[config.mk]
export PLATFORM = sky130hd
export DESIGN_NAME = equal_precision_counter
export DESIGN_NICKNAME = d
export VERILOG_FILES = /design/src/rtl/freq_meter_pkg.sv /design/src/rtl/sync_edge_det.sv /design/src/rtl/equal_precision_counter.sv
export SDC_FILE = /design/constraint.sdc
export NUM_CORES = 1
export LEC_CHECK = 0
export ABC_AREA = 1
export CORE_AREA = 2 2 158 160
export CTS_BUF_LIST = sky130_fd_sc_hd__clkbuf_8 sky130_fd_sc_hd__clkbuf_16
export CTS_CLUSTER_DIAMETER = 30
export DETAILED_ROUTE_END_ITERATION = 10
export DIE_AREA = 0 0 160 162
export DONT_BUFFER_PORTS = 1
export PLACE_DENSITY = 0.56
export SYNTH_ARGS = -nofsm -noshare
export SYNTH_HDL_FRONTEND = slang
export SYNTH_SLANG_ARGS = --single-unit
[constraint.sdc]
create_clock -name clk -period 3.1 [get_ports clk]
set_clock_uncertainty 0.15 [all_clocks]
set_input_delay 0.93 -clock clk [delete_from_list [all_inputs] [get_ports clk]]
set_output_delay 0.93 -clock clk [all_outputs]
set_load 0.03 [all_outputs]
[src/rtl/freq_meter_pkg.sv]
`default_nettype none
// ----------------------------------------------------------------------------
// freq_meter_pkg : shared types and constants for the equal-precision meter
// Rev 1.0
// ----------------------------------------------------------------------------
package freq_meter_pkg;

  localparam int     CW_DEFAULT = 32;
  localparam longint F_CLK      = 64'd50_000_000;

  typedef enum logic [2:0] {
    IDLE       = 3'd0,
    WAIT_OPEN  = 3'd1,
    COUNT      = 3'd2,
    WAIT_CLOSE = 3'd3,
    DONE       = 3'd4
  } state_e;

endpackage
`default_nettype wire

[src/rtl/sync_edge_det.sv]
`default_nettype none
// ----------------------------------------------------------------------------
// sync_edge_det : 2-FF synchroniser with one-cycle rising-edge pulse
// Rev 1.0
// ----------------------------------------------------------------------------
module sync_edge_det (
  input  logic clk,
  input  logic rst_n,
  input  logic async_in,
  output logic rise
);

  logic meta_q, meta_d;
  logic sync_q, sync_d;
  logic prev_q, prev_d;

  always_comb begin
    meta_d = async_in;
    sync_d = meta_q;
    prev_d = sync_q;
  end

  always_ff @(posedge clk or negedge rst_n) begin
    if (!rst_n) begin
      meta_q <= 1'b0;
      sync_q <= 1'b0;
      prev_q <= 1'b0;
    end else begin
      meta_q <= meta_d;
      sync_q <= sync_d;
      prev_q <= prev_d;
    end
  end

  assign rise = sync_q & ~prev_q;

endmodule
`default_nettype wire

[src/rtl/equal_precision_counter.sv]
`default_nettype none
// ----------------------------------------------------------------------------
// equal_precision_counter : fx-synchronous gate, counts fx periods and clk cycles
// Rev 1.0
// ----------------------------------------------------------------------------
module equal_precision_counter
  import freq_meter_pkg::*;
#(
  parameter int               CW      = CW_DEFAULT,
  parameter int               TMO_W   = 24,
  parameter logic [TMO_W-1:0] TIMEOUT = 24'd10_000_000
) (
  input  logic          clk,
  input  logic          rst_n,
  input  logic          en,
  input  logic          gate_tick,
  input  logic          fx,
  output logic [CW-1:0] nx_out,
  output logic [CW-1:0] ns_out,
  output logic          result_valid,
  output logic          busy,
  output logic          overflow,
  output logic          no_signal
);

  localparam logic [CW-1:0]    CNT_MAX  = '1;
  localparam logic [TMO_W-1:0] TMO_LAST = TIMEOUT - 1'b1;

  logic tick_rise, fx_rise;

  sync_edge_det u_sync_gate (
    .clk      (clk),
    .rst_n    (rst_n),
    .async_in (gate_tick),
    .rise     (tick_rise)
  );

  sync_edge_det u_sync_fx (
    .clk      (clk),
    .rst_n    (rst_n),
    .async_in (fx),
    .rise     (fx_rise)
  );

  state_e           state_q, state_d;
  logic [CW-1:0]    nx_q, nx_d, ns_q, ns_d;
  logic [TMO_W-1:0] tmo_q, tmo_d;
  logic             ovf_q, ovf_d, nosig_q, nosig_d;
  logic [CW-1:0]    nx_out_q, nx_out_d, ns_out_q, ns_out_d;
  logic             rv_q, rv_d, ovf_out_q, ovf_out_d, nosig_out_q, nosig_out_d;

  always_comb begin
    state_d     = state_q;
    nx_d        = nx_q;
    ns_d        = ns_q;
    tmo_d       = tmo_q;
    ovf_d       = ovf_q;
    nosig_d     = nosig_q;
    nx_out_d    = nx_out_q;
    ns_out_d    = ns_out_q;
    ovf_out_d   = ovf_out_q;
    nosig_out_d = nosig_out_q;
    rv_d        = 1'b0;
    case (state_q)
      IDLE: begin
        if (en && tick_rise) begin
          state_d = WAIT_OPEN;
          tmo_d   = '0;
        end
      end
      WAIT_OPEN: begin
        // An fx edge coinciding with the timeout still opens the gate.
        if (fx_rise) begin
          state_d = COUNT;
          nx_d    = '0;
          ns_d    = '0;
          ovf_d   = 1'b0;
          nosig_d = 1'b0;
        end else if (tmo_q == TMO_LAST) begin
          state_d = DONE;
          nx_d    = '0;
          ns_d    = '0;
          ovf_d   = 1'b0;
          nosig_d = 1'b1;
        end else begin
          tmo_d = tmo_q + 1'b1;
        end
      end
      COUNT, WAIT_CLOSE: begin
        if (ns_q == CNT_MAX) ovf_d = 1'b1;
        else                 ns_d  = ns_q + 1'b1;
        if (fx_rise) begin
          if (nx_q == CNT_MAX) ovf_d = 1'b1;
          else                 nx_d  = nx_q + 1'b1;
        end
        if (state_q == COUNT) begin
          if (tick_rise) begin
            state_d = WAIT_CLOSE;
            tmo_d   = '0;
          end
        end else if (fx_rise) begin
          state_d = DONE;
        end else if (tmo_q == TMO_LAST) begin
          state_d = DONE;
          nosig_d = 1'b1;
        end else begin
          tmo_d = tmo_q + 1'b1;
        end
      end
      DONE: begin
        nx_out_d    = nosig_q ? '0 : nx_q;
        ns_out_d    = nosig_q ? '0 : ns_q;
        ovf_out_d   = ovf_q;
        nosig_out_d = nosig_q;
        rv_d        = 1'b1;
        state_d     = IDLE;
      end
      default: state_d = IDLE;
    endcase
  end

  always_ff @(posedge clk or negedge rst_n) begin
    if (!rst_n) begin
      state_q     <= IDLE;
      nx_q        <= '0;
      ns_q        <= '0;
      tmo_q       <= '0;
      ovf_q       <= 1'b0;
      nosig_q     <= 1'b0;
      nx_out_q    <= '0;
      ns_out_q    <= '0;
      rv_q        <= 1'b0;
      ovf_out_q   <= 1'b0;
      nosig_out_q <= 1'b0;
    end else begin
      state_q     <= state_d;
      nx_q        <= nx_d;
      ns_q        <= ns_d;
      tmo_q       <= tmo_d;
      ovf_q       <= ovf_d;
      nosig_q     <= nosig_d;
      nx_out_q    <= nx_out_d;
      ns_out_q    <= ns_out_d;
      rv_q        <= rv_d;
      ovf_out_q   <= ovf_out_d;
      nosig_out_q <= nosig_out_d;
    end
  end

  assign nx_out       = nx_out_q;
  assign ns_out       = ns_out_q;
  assign result_valid = rv_q;
  assign overflow     = ovf_out_q;
  assign no_signal    = nosig_out_q;
  assign busy         = (state_q != IDLE);

endmodule
`default_nettype wire

# --- Word level (Yosys, flattened, before mapping) ---
# Cells that the tools add are included.
op_classes:
  n_addsub: 3
  n_eq_ne: 15
  muxes: 34
  bitwise_logic: 4
  n_reduce_logical: 12
op_table:
  columns: ["cell", "n"]
  rows:
  - ["$mux 32", 7]
  - ["$pmux 32 s2", 2]
  - ["$mux 24", 5]
  - ["$pmux 24 s3", 1]
  - ["$add 32x1->32 const B", 2]
  - ["$eq 32x32->1 const B", 2]
  - ["$add 24x1->24 const B", 1]
  - ["$eq 24x24->1 const B", 1]
  - ["$mux 3", 6]
  - ["$ne 2x2->1 const B", 6]
  - ["$mux 1", 10]
  - ["$pmux 3 s3", 1]
  - ["$reduce_and 3->1", 3]
  - ["$eq 3x2->1 const B", 2]
  - ["$ne 3x3->1 const B", 2]
  - ["$reduce_bool 3->1", 2]
  - ["$pmux 1 s2", 2]
  - ["$reduce_and 2->1", 2]
  - ["$reduce_and 4->1", 1]
  - ["$eq 3x1->1 const B", 1]
  - ["$eq 3x3->1 const B", 1]
  - ["$logic_not 3->1", 1]
  - ["$and 1x1->1", 2]
  - ["$not 1->1", 2]
  - ["other kinds (3)", 3]
word_totals:
  regBits: 166
  input_bits: 5
  out_inout_bits: 68
  elab_cells: 85

# --- Logic depth before layout (Yosys ltp) ---
depth:
  ltp_word: 5
  ltp_mapped: 13
  mapped_depth_nobuf: 13

# --- Modules after synthesis ---
# Synthesis repeated with hierarchy kept, for this count alone.
unflattened:
  cells_unflattened: 1276
  area_unflattened_um2: 9073.7
by_module_without_submodules:
  columns: ["mod", "instances", "cells_per_inst", "area_each_um2", "seq_area_each_um2"]
  rows:
  - ["equal_precision_counter", 1, 1266, 8903.5, 4003.8]
  - ["sync_edge_det", 2, 5, 85.1, 75.1]

# --- Worst setup path before layout ---
# OpenSTA, ideal clock, no wires.
synth_timing:
  kind: "in2reg"
  start: "in en"
  end: "reg tmo_q[4]"
  setup_ns: 0.123
  arrival_time_ns: 1.857
  required_ns: 2.827
  setup_slack_ns: 0.970
  path_stages: 8
  n_path_buf: 1
  cell_sequence: "o21ai_0 > a21oi_1 > nand2_1 > nor2_2 > buf_2 > nand3_1 > nand2_1 > nor2_1"
synth_between:
  elab_chain_len: 3
synth_rtl:
  columns: ["item", "line", "source"]
  rows:
  - ["start, declared", "equal_precision_counter.sv:15", "input logic en,"]
  - ["$logic_and 1x1->1", "equal_precision_counter.sv:66", "if (en && tick_rise) begin"]
  - ["$ne 2x2->1 (no line)", null, null]
  - ["$reduce_and 3->1 (no line)", null, null]
  - ["end signal, assigned", "equal_precision_counter.sv:139", "tmo_q <= tmo_d;"]
  - ["end, declared", "equal_precision_counter.sv:47", "logic [TMO_W-1:0] tmo_q, tmo_d;"]
# Every way passes these cells.
# A chain may end at the register's enable or synchronous reset.

# --- Worst setup path in the final report ---
layout_timing:
  start: "reg tmo_q[0]"
  end: "reg ns_q[4]"
layout_between:
  elab_chain_len: 3
layout_rtl:
  columns: ["item", "line", "source"]
  rows:
  - ["$eq 24x24->1", "equal_precision_counter.sv:79", "end else if (tmo_q == TMO_LAST) begin"]
  - ["$ne 3x3->1 (no line)", null, null]
  - ["$reduce_and 3->1 (no line)", null, null]
  - ["end signal, assigned", "equal_precision_counter.sv:138", "ns_q <= ns_d;"]
  - ["end, declared", "equal_precision_counter.sv:46", "logic [CW-1:0] nx_q, nx_d, ns_q, ns_d;"]
# Every way passes these cells.

==> results.sh <==
export IMPL_area_growth_pct=10.0
export IMPL_avgViaCountPerCell=5.00
export IMPL_rrSetupSlack_ns=0.39
export IMPL_die_y_um=162
export IMPL_first_pass_iters=5
export IMPL_worst_path_most_repeated_cell="nand3_2"
export IMPL_synthSimpleGateAreaFrac_pct=36.7
export IMPL_drv_cap=0
export IMPL_dieWidth_um=160
export IMPL_rows=57
export IMPL_ctsResizeCount=0
export IMPL_syn_inst=1281
export IMPL_final_cell_mix="477 x nand2_1, 167 x nor2_1, 166 x dfrtp_1, 120 x inv_1, 90 x o21ai_0"
export IMPL_outcome="complete, no violations"
export IMPL_finish_utilization_pct=41.3
export IMPL_antenna_left=0
export IMPL_post_route_drc_count=0
export IMPL_grt_pass1_vias=7769
export IMPL_dp_cells=1579
export IMPL_period_needed_ns=2.71
export IMPL_hold_viol_final=0
export IMPL_synth_top_family_by_area="simple AND/OR/NAND/NOR gates"
export IMPL_synth_largest_area_cell="dfrtp_1"
export IMPL_hpwlAfterDp_mm=18.1
export IMPL_synth_seq_cells=166
export IMPL_synth_fp_nets=1289
export IMPL_fin_area_um2=9940
export IMPL_seq_area_um2=4150
export IMPL_cp_end_kind="flop"
export IMPL_clockBufferDepth=2
export IMPL_rsz0062_at_grt="false"
export IMPL_cp_cell_sequence="ha_1 -> nand3_2 -> nor3_4 -> nand4_1 -> nand2_2 -> nand3_2 -> buf_4 -> nand2_1 -> o21ai_0"
export IMPL_slowest_delay_ns=0.47
export IMPL_peakVddDrop_mv=0.387
export IMPL_drt_wirelength_per_cell_um=16.0
export IMPL_cp_slowest_cell="dfrtp_1"
export IMPL_yosysWarnings=0
export IMPL_io_buffer_count=0
export IMPL_path_buf_inv=1
export IMPL_fp_dieArea_um2=25900
export IMPL_grt_max_degree=167
export IMPL_cts_buffers=17
export IMPL_synth_mux_area_fraction_pct=0
export IMPL_diodes=0
export IMPL_netlist_area_um2=9040
export IMPL_drive_above_1_share_pct=4.66
export IMPL_cts_reportedPaths_clkPinSlew_ns=0.07
export IMPL_place_congestion=0.927
export IMPL_cts_setup_buffers=0
export IMPL_clkSinkCount=166
export IMPL_fin_nets=1282
export IMPL_stdcell_count=1611
export IMPL_cts_root_buf="clkbuf_16"
export IMPL_yosysUniqueCellTypes=33
export IMPL_synth_top_area_share_pct=46.0
export IMPL_p_leak_nw=4.31
export IMPL_fin_ws_ns=0.390
export IMPL_synthTopCellsByArea="dfrtp_1 46%, nand2_1 20%, nor2_1 6.9%"
export IMPL_hp_class="in2async"
export IMPL_synth_area_per_cell_um2=7.05
export IMPL_ys_seq_area_share_pct=46.0
export IMPL_grt_use_total_pct=20.4
export IMPL_powerDensity_nw_per_um2=635
export IMPL_startpoint_type="flop"
export IMPL_via_count=8047
export IMPL_final_setup_tns_ns=0
export IMPL_drv_slew=0
export IMPL_cts_max_level=4
export IMPL_layout_commonest_cell="nand2_1"
export IMPL_drt_wl_total_mm=25.7
export IMPL_cts_hold_buf=0
export IMPL_setup_viol=0
export IMPL_io_pins=73
export IMPL_synth_xor_area_share_pct=3.00
export IMPL_grt_ovfl_total=0
export IMPL_place_area_um2=9340
export IMPL_hold_ws_ns=0.0452
export IMPL_design_core_area_um2=24100
export IMPL_multiInputGateArea_um2=4240
export IMPL_synth_fa_ha_area_share_pct=0.415
export IMPL_critPathArrivalTime_ns=2.86
export IMPL_r2r_start="tmo_q[0]"
export IMPL_critical_path_class="reg2reg"
export IMPL_initial_core_util_pct=37.5
export IMPL_grt_pass1_wl_mm=42.0
export IMPL_tightest_slew_ns=0.823
export IMPL_min_period_over_period_pct=87.4
export IMPL_max_freq_mhz=369
export IMPL_cp_max_fo=21
export IMPL_pre_cts_ws_ns=0.367
export IMPL_antenna_found_initial=0
export IMPL_synth_compound_area_share_pct=6.83
export IMPL_r2r_cells=9
export IMPL_crit_family="simple AND/OR/NAND/NOR gates"
export IMPL_cp_depth=9
export IMPL_crit_required_ns=3.25
export IMPL_power_total_mw=6.32
export IMPL_fill_cells=2560
export IMPL_tritoncts="yes"
export IMPL_relSlewSlack_pct=45.0
export IMPL_drt_iter0_markers=674
export IMPL_clk_latency_ns=0.43
export IMPL_r2r_end="ns_q[4]"
-- synthesized netlist by cell type --
| cell | number |
|---|---|
| o21ai_1 | 5 |
| xor2_1 | 27 |
| ha_1 | 3 |
| nor3_4 | 1 |
| nand3b_1 | 1 |
| nand4_1 | 18 |
| xnor2_1 | 4 |
| o211ai_1 | 2 |
| inv_4 | 1 |
| a21oi_1 | 12 |
| dfrtp_1 | 166 |
| nand3_2 | 3 |
| nand2_2 | 2 |
| nand2_1 | 478 |
| nor3_1 | 42 |
| clkinv_1 | 1 |
| clkbuf_1 | 20 |
| nor2_4 | 4 |
| o22ai_1 | 1 |
| a22o_1 | 5 |
| nor3b_1 | 2 |
| o21ai_0 | 90 |
| o21bai_1 | 1 |
| inv_1 | 119 |
| buf_2 | 12 |
| buf_1 | 1 |
| nor2_2 | 5 |
| a2bb2oi_1 | 1 |
| and3_1 | 1 |
| buf_6 | 4 |
| inv_2 | 1 |
| nand3_1 | 81 |
| nor2_1 | 167 |
-- logic make-up (layout without fill, tap and decap cells) --
| group | after synthesis | after routing |
|---|---|---|
| fa+ha+maj | 3 | 3 |
| xor+xnor | 31 | 31 |
| simple gates | 805 | 805 |
| flops | 166 | 166 |
| buf+inv | 159 | 165 |
| compound gates | 117 | 117 |
-- how the worst max path moves through the flow --
stage | start | endpoint | slack (ns)
2_1_floorplan | en | tmo_q[4] | 0.97
3_3_place_gp | en | tmo_q[0] | 0.35
3_5_place_dp | en | tmo_q[0] | 0.37
4_1_cts | tmo_q[0] | ns_q[5] | 0.39
5_1_grt | tmo_q[0] | nx_q[19] | 0.16
6_report | tmo_q[0] | ns_q[4] | 0.39
-- registers in the layout, summed over array words and instances (netlist names), 3 cells and up --
| name | flops |
|---|---|
| ns_out | 32 |
| ns_q | 32 |
| nx_out | 32 |
| nx_q | 32 |
| tmo_q | 24 |
| state_q | 3 |
-- power breakdown --
| group | switching (mW) | leakage [nW] | internal (mW) | total (mW) |
|---|---|---|---|---|
| Combinational | 1.21 | 1.74 | 0.340 | 1.55 |
| Clock | 0.957 | 0.287 | 1.24 | 2.20 |
| Sequential | 0.260 | 2.28 | 2.31 | 2.57 |
-- final cells by class --
| class | instances | area share, % |
|---|---|---|
| Multi-Input combinational cell | 956 | 42.7 |
| Clock inverter | 13 | 1.48 |
| Tap cell | 324 | 4.08 |
| Timing Repair Buffer | 11 | 0.830 |
| Sequential cell | 166 | 41.8 |
| Clock buffer | 19 | 4.55 |
| Inverter | 122 | 4.63 |
-- metal layers --
layer | GRT usage (%) | share of wire [%] | vias to the layer above
met5 | 0 | 0 | -
met4 | 6.59 | 1.9 | 0
met3 | 4.03 | 5.4 | 34
met2 | 32.9 | 46 | 201
met1 | 27.7 | 46 | 3788
li1 | - | - | 4024
(Power assumes the default switching activity.)
